File: src/rtl/shift_seq_ctrl_pkg.sv
// Shared definitions for the serial shift sequencer.
//   state_e         : controller FSM encodings (IDLE / SHIFT / GAP)
//   MSB_FIRST/LSB_FIRST : bit-order selector values carried on lsb_first/dir
//   gap_cnt_w()     : width of the idle-gap counter for a given GAP
package shift_seq_ctrl_pkg;

  typedef enum logic [1:0] {
    ST_IDLE  = 2'd0,
    ST_SHIFT = 2'd1,
    ST_GAP   = 2'd2
  } state_e;

  localparam logic MSB_FIRST = 1'b0;
  localparam logic LSB_FIRST = 1'b1;

  // The gap counter holds GAP-1 down to 0; keep at least one bit so the
  // declaration stays legal when GAP is 0 or 1.
  function automatic int gap_cnt_w(input int gap);
    return (gap > 1) ? $clog2(gap) : 1;
  endfunction

endpackage

File: src/rtl/shift_seq_chain.sv
// Loadable bidirectional shift register feeding the serial line.
//   clk, reset : system clock, synchronous active-low reset
//   load       : capture d_par and the bit order on dir
//   shift_en   : advance one bit toward the output end, zero-filling
//   dir        : bit order for the word being loaded (MSB_FIRST/LSB_FIRST)
//   d_par      : parallel word
//   q_ser      : bit currently at the output end
module shift_seq_chain
  import shift_seq_ctrl_pkg::*;
#(
  parameter int WIDTH = 8
) (
  input  logic             clk,
  input  logic             reset,
  input  logic             load,
  input  logic             shift_en,
  input  logic             dir,
  input  logic [WIDTH-1:0] d_par,
  output logic             q_ser
);

  logic [WIDTH-1:0] shreg_q, shreg_d;
  logic             dir_q, dir_d;

  always_comb begin
    shreg_d = shreg_q;
    dir_d   = dir_q;
    if (load) begin
      shreg_d = d_par;
      dir_d   = dir;
    end else if (shift_en) begin
      // Zero fill means a fully drained register presents 0 on q_ser,
      // which keeps the serial line quiet between words.
      if (dir_q == LSB_FIRST) shreg_d = {1'b0, shreg_q[WIDTH-1:1]};
      else                    shreg_d = {shreg_q[WIDTH-2:0], 1'b0};
    end
  end

  always_ff @(posedge clk) begin
    if (!reset) begin
      shreg_q <= '0;
      dir_q   <= MSB_FIRST;
    end else begin
      shreg_q <= shreg_d;
      dir_q   <= dir_d;
    end
  end

  assign q_ser = (dir_q == LSB_FIRST) ? shreg_q[0] : shreg_q[WIDTH-1];

endmodule

File: src/rtl/shift_seq_ctrl.sv
// Serializes parallel words from a valid/ready producer onto one serial
// line, flagging the first and last bit of each word and inserting GAP
// idle cycles between words (GAP==0 allows back-to-back words).
//   clk, reset  : system clock, synchronous active-low reset
//   in_valid    : producer offers in_data
//   in_data     : parallel word
//   lsb_first   : bit order, captured with the word (0 = MSB first)
//   in_ready    : a word is accepted on in_valid && in_ready
//   dout        : serial bit (0 when dout_valid is low)
//   dout_valid  : dout carries a payload bit
//   dout_first  : first bit of a word
//   dout_last   : last bit of a word
//   busy        : controller is shifting or in the idle gap
module shift_seq_ctrl
  import shift_seq_ctrl_pkg::*;
#(
  parameter  int WIDTH = 8,
  parameter  int GAP   = 2,
  localparam int CNT_W = $clog2(WIDTH)
) (
  input  logic             clk,
  input  logic             reset,
  input  logic             in_valid,
  input  logic [WIDTH-1:0] in_data,
  input  logic             lsb_first,
  output logic             in_ready,
  output logic             dout,
  output logic             dout_valid,
  output logic             dout_first,
  output logic             dout_last,
  output logic             busy
);

  localparam int               GAP_W    = gap_cnt_w(GAP);
  localparam logic [CNT_W-1:0] BIT_LOAD = CNT_W'(WIDTH - 1);
  localparam logic [GAP_W-1:0] GAP_LOAD = (GAP > 0) ? GAP_W'(GAP - 1) : '0;

  state_e           state_q, state_d;
  logic [CNT_W-1:0] bitcnt_q, bitcnt_d;
  logic [GAP_W-1:0] gapcnt_q, gapcnt_d;
  logic             dout_valid_q, dout_valid_d;
  logic             dout_first_q, dout_first_d;
  logic             dout_last_q, dout_last_d;
  logic             busy_q, busy_d;
  logic             load, shift_en, accept, last_bit;

  assign last_bit = (state_q == ST_SHIFT) && (bitcnt_q == '0);

  // With no gap the last-bit cycle doubles as an accept slot so words can
  // stream without a bubble.
  assign in_ready = reset && ((state_q == ST_IDLE) || ((GAP == 0) && last_bit));
  assign accept   = in_valid && in_ready;

  always_comb begin
    state_d  = state_q;
    bitcnt_d = bitcnt_q;
    gapcnt_d = gapcnt_q;
    load     = 1'b0;
    shift_en = 1'b0;
    unique case (state_q)
      ST_IDLE: begin
        if (accept) begin
          load     = 1'b1;
          bitcnt_d = BIT_LOAD;
          state_d  = ST_SHIFT;
        end
      end
      ST_SHIFT: begin
        if (bitcnt_q != '0) begin
          shift_en = 1'b1;
          bitcnt_d = bitcnt_q - CNT_W'(1);
        end else if (accept) begin
          load     = 1'b1;
          bitcnt_d = BIT_LOAD;
        end else begin
          // Final shift drains the register so q_ser returns to 0.
          shift_en = 1'b1;
          if (GAP > 0) begin
            state_d  = ST_GAP;
            gapcnt_d = GAP_LOAD;
          end else begin
            state_d = ST_IDLE;
          end
        end
      end
      ST_GAP: begin
        if (gapcnt_q == '0) state_d = ST_IDLE;
        else                gapcnt_d = gapcnt_q - GAP_W'(1);
      end
      default: state_d = ST_IDLE;
    endcase

    // Flags are computed from the next state so they are registered
    // alongside the bit the shift register will present.
    dout_valid_d = (state_d == ST_SHIFT);
    dout_first_d = load;
    dout_last_d  = (state_d == ST_SHIFT) && (bitcnt_d == '0);
    busy_d       = (state_d != ST_IDLE);
  end

  always_ff @(posedge clk) begin
    if (!reset) begin
      state_q      <= ST_IDLE;
      bitcnt_q     <= '0;
      gapcnt_q     <= '0;
      dout_valid_q <= 1'b0;
      dout_first_q <= 1'b0;
      dout_last_q  <= 1'b0;
      busy_q       <= 1'b0;
    end else begin
      state_q      <= state_d;
      bitcnt_q     <= bitcnt_d;
      gapcnt_q     <= gapcnt_d;
      dout_valid_q <= dout_valid_d;
      dout_first_q <= dout_first_d;
      dout_last_q  <= dout_last_d;
      busy_q       <= busy_d;
    end
  end

  shift_seq_chain #(.WIDTH(WIDTH)) u_chain (
    .clk      (clk),
    .reset    (reset),
    .load     (load),
    .shift_en (shift_en),
    .dir      (lsb_first),
    .d_par    (in_data),
    .q_ser    (dout)
  );

  assign dout_valid = dout_valid_q;
  assign dout_first = dout_first_q;
  assign dout_last  = dout_last_q;
  assign busy       = busy_q;

endmodule
File: config.mk
export PLATFORM = sky130hd
export DESIGN_NAME = shift_seq_ctrl
export DESIGN_NICKNAME = d
export VERILOG_FILES = /design/src/rtl/shift_seq_ctrl_pkg.sv /design/src/rtl/shift_seq_chain.sv /design/src/rtl/shift_seq_ctrl.sv
export SDC_FILE = /design/constraint.sdc
export NUM_CORES = 1
export LEC_CHECK = 0
export BUFFER_PORTS_ARGS = -buffer_cell sky130_fd_sc_hd__buf_2
export CAP_MARGIN = 20
export CORE_MARGIN = 3
export CORE_UTILIZATION = 48
export DETAILED_ROUTE_END_ITERATION = 12
export PLACE_DENSITY = 0.82
export SLEW_MARGIN = 30
export SYNTH_ARGS = -nofsm -noshare
export SYNTH_HDL_FRONTEND = slang
export SYNTH_SLANG_ARGS = --single-unit
File: constraint.sdc
create_clock -name clk -period 1.3 [get_ports clk]
set_input_delay 0.13 -clock clk [delete_from_list [all_inputs] [get_ports clk]]
set_output_delay 0.13 -clock clk [all_outputs]
set_load 0.05 [all_outputs]
==> insert_results.sql <==
INSERT INTO impl_metrics (metric_group, metric, value, unit) VALUES
('floorplan', 'floorplan.rows', '15', ''),
('worst_setup_path', 'timing.critical_path.to_type', 'output port', ''),
('final_layout', 'area.growth.synth_to_final', '25.64', '%'),
('synthesis', 'synth_compound_area_frac', '0.2165', ''),
('flow_run', 'maxCapViolations', '0', ''),
('synthesis', 'synthAdderAreaFrac', '0.02577', ''),
('global_routing', 'grt_use_met1', '0.1895', ''),
('worst_setup_path', 'critPathRequiredTime', '1.17', 'ns'),
('worst_setup_path', 'worstPathMaxFanout', '2', ''),
('power_and_ir_drop', 'power.combinational.fraction', '0.369', ''),
('floorplan', 'start_util', '0.5333', ''),
('place', 'hpwlAfterDp', '1.447', 'mm'),
('synthesis', 'syn_area_per_cell', '9.427', 'um^2'),
('power_and_ir_drop', 'netSwitchingFraction', '0.3496', ''),
('final_layout', 'insertedDiodeCount', '0', ''),
('final_layout', 'final_design_area_no_fill', '0.001220', 'mm^2'),
('synthesis', 'synth_area_leaders', 'sky130_fd_sc_hd__dfxtp_1 (39%), sky130_fd_sc_hd__mux2i_1 (7.2%), sky130_fd_sc_hd__a21oi_2 (6.3%), sky130_fd_sc_hd__nand2_2 (4.5%), sky130_fd_sc_hd__a21oi_1 (3.6%)', ''),
('route', 'wl_per_cell', '13.30', 'um'),
('clock_network', 'cts_tree', 'built', ''),
('route', 'detailroute.via_count', '814', ''),
('worst_setup_path', 'critPathLaunchType', 'register', ''),
('synthesis', 'synth.largest_area_cell', 'sky130_fd_sc_hd__dfxtp_1', ''),
('clock_network', 'cts.root.buffer_cell', 'sky130_fd_sc_hd__clkbuf_4', ''),
('final_layout', 'finalNetCount', '145', ''),
('route', 'antenna_violating_nets_post_route', '0', ''),
('synthesis', 'async_reset_ff_frac', '0', ''),
('place', 'port_buffers', '17', ''),
('sta', 'clock_skew', '0.003774', 'ns'),
('synthesis', 'synth.most_common_cell', 'sky130_fd_sc_hd__dfxtp_1', ''),
('power_and_ir_drop', 'pwr_density_cell', '1319', 'mW/mm^2'),
('floorplan', 'die_width', '50.98', 'um'),
('sta', 'timing_worst_slew_pin_value', '0.6419', 'ns'),
('route', 'routed_via_density', '5.252', ''),
('final_layout', 'final_layout_size_suffix_gt1_frac', '0.5000', ''),
('global_routing', 'grt_overflow', '0', ''),
('clock_network', 'h-tree-depth', '1', ''),
('synthesis', 'synth.area.mux_share', '0.09536', ''),
('power_and_ir_drop', 'net-switching-power', '0.5624', 'mW'),
('route', 'drt_pre_antenna_iters', '5', ''),
('global_routing', 'top_usage_layer', 'met2', ''),
('global_routing', 'grt_start_max_net_pins', '17', ''),
('worst_setup_path', 'setup.worst_path.class', 'register to output port', ''),
('place', 'placed_cells', '148', ''),
('sta', 'fmax', '785.2', 'MHz'),
('sta', 'grt_setup_unrepaired', 'true', ''),
('sta', 'finalHoldWorstSlack', '0.06162', 'ns'),
('final_layout', 'filler_cell_count', '167', ''),
('power_and_ir_drop', 'peakVddDrop', '0.8949', 'mV'),
('global_routing', 'antenna_found_initial', '0', ''),
('clock_network', 'postCtsHoldBufs', '0', ''),
('clock_network', 'clock_latency', '0.29', 'ns'),
('final_layout', 'post_layout_nonfiller_instances', '155', ''),
('power_and_ir_drop', 'internal_power', '1.046', 'mW'),
('sta', 'timing.final.crit_period', '1.274', 'ns'),
('global_routing', 'grt_first_pass_wirelength', '3.339', 'mm'),
('min_path', 'hold_path_class', 'input pin to register', ''),
('synthesis', 'ys_seq_area_frac', '0.3918', ''),
('synthesis', 'synth_edf_count', '0', ''),
('global_routing', 'grt_usage', '0.1683', ''),
('floorplan', 'floorplan.core_area', '0.001821', 'mm^2'),
('place', 'dpl-instance-area', '0.001120', 'mm^2'),
('run_status', 'run_status', 'complete, no violations', ''),
('sta', 'setup_violations', '0', ''),
('global_routing', 'global_route.usage.met2', '0.2940', ''),
('synthesis', 'primary_ff_master_synth', 'sky130_fd_sc_hd__dfxtp_1', ''),
('synthesis', 'synth.ff_latch_count', '19', ''),
('synthesis', 'ys.warnings.count', '0', ''),
('clock_network', 'cts.reportedPaths.clkPinSlew', '0.10', 'ns'),
('synthesis', 'mappedNetlistArea', '970.9', 'um^2'),
('global_routing', 'use_met3', '0.04665', ''),
('floorplan', 'die_area', '0.002598', 'mm^2');
==> final cells by class <==
cell class	instances	area, um^2	area share
Multi-Input combinational cell	72	540.5	0.4431
Clock buffer	4	26.28	0.02154
Tap cell	25	31.28	0.02564
Timing Repair Buffer	29	203.9	0.1672
Sequential cell	19	392.9	0.3221
Inverter	6	25.02	0.02051
==> worst max-delay path, stage by stage (launching register included) <==
cell and delay [ns]:
sky130_fd_sc_hd__dfxtp_4 0.36, sky130_fd_sc_hd__mux2_2 0.34, sky130_fd_sc_hd__buf_6 0.15
==> metrics by stage <==
stage | setup WS (ns) | total power, mW | setup TNS (ns) | util
after detailed placement | -0.1002 | 1.256 | -0.2234 | 0.6151
after global routing | -0.04918 | 1.695 | -0.2052 | 0.6701
after global placement | 0.006773 | 1.230 | 0 | 0.6151
after floorplan | -0.1795 | 1.108 | -1.745 | -
after CTS | -0.001962 | 1.580 | -0.001962 | 0.6481
final | 0.02649 | 1.609 | 0 | 0.6701
==> registers in the layout (all words and copies together), names as in the netlist <==
| name | cells |
|---|---|
| busy | 1 |
| dout_first | 1 |
| dout_valid | 1 |
| dout_last | 1 |
| u_chain.dir_q | 1 |
| u_chain.shreg_q | 8 |
| gapcnt_q | 1 |
| bitcnt_q | 3 |
| state_q | 2 |
==> path summary, 6_finish.rpt <==
path	slack, ns	to	startpoint	cells past startpoint
max	0.03	dout	u_chain.dir_q	2
min	0.06	u_chain.dir_q	lsb_first	3
max reg2reg	0.05	bitcnt_q[1]	bitcnt_q[1]	6
min reg2reg	0.50	gapcnt_q	gapcnt_q	2
==> routing by layer <==
metal  vias up  part of all wire
li1        415                 -
met1       376              0.42
met2        19              0.53
met3         4             0.037
met4         0             0.013
met5         -                 0
==> power groups by stage <==
stage / clock, mW / sequential [mW] / combinational [mW]
after floorplan: 0 / 0.750 / 0.358
after global placement: 0 / 0.724 / 0.506
after detailed placement: 0 / 0.728 / 0.528
after CTS: 0.302 / 0.713 / 0.564
after global routing: 0.325 / 0.726 / 0.644
final: 0.298 / 0.717 / 0.594
==> cell usage in the layout, fill, tap and decap left out, types with 2 or more instances in the layout <==
cell / synthesis / layout
sky130_fd_sc_hd__nor3_1: 2 / 2
sky130_fd_sc_hd__o21ai_0: 2 / 2
sky130_fd_sc_hd__clkbuf_4: 0 / 3
sky130_fd_sc_hd__o21a_1: 2 / 2
sky130_fd_sc_hd__nor2_1: 5 / 4
sky130_fd_sc_hd__ha_2: 0 / 2
sky130_fd_sc_hd__o21ai_1: 2 / 2
sky130_fd_sc_hd__mux2_2: 2 / 2
sky130_fd_sc_hd__buf_2: 1 / 15
sky130_fd_sc_hd__nand2_1: 8 / 8
sky130_fd_sc_hd__mux2i_1: 7 / 7
sky130_fd_sc_hd__a21oi_1: 7 / 7
sky130_fd_sc_hd__dfxtp_1: 19 / 15
sky130_fd_sc_hd__buf_4: 3 / 10
sky130_fd_sc_hd__inv_1: 5 / 4
sky130_fd_sc_hd__a21oi_2: 7 / 7
sky130_fd_sc_hd__buf_6: 1 / 3
sky130_fd_sc_hd__nand2_2: 7 / 7
sky130_fd_sc_hd__o211ai_1: 4 / 4
sky130_fd_sc_hd__nand3_1: 2 / 2
sky130_fd_sc_hd__dfxtp_4: 0 / 3
==> kinds of logic (layout without fill, tap and decap cells) <==
group           count (synthesis)  after routing
compound gates                 29             29
fa+ha+maj                       2              2
buf+inv                        12             39
flops                          19             19
mux                             9              9
simple gates                   32             32
==> what timing repair did <==
action	CTS	global route
setup endpoints to repair	9	14
cloned	0	0
pin swaps	0	6
setup buffers	1	2
resized for setup	10	10
No activity file was read; power rests on OpenSTA's default activity.
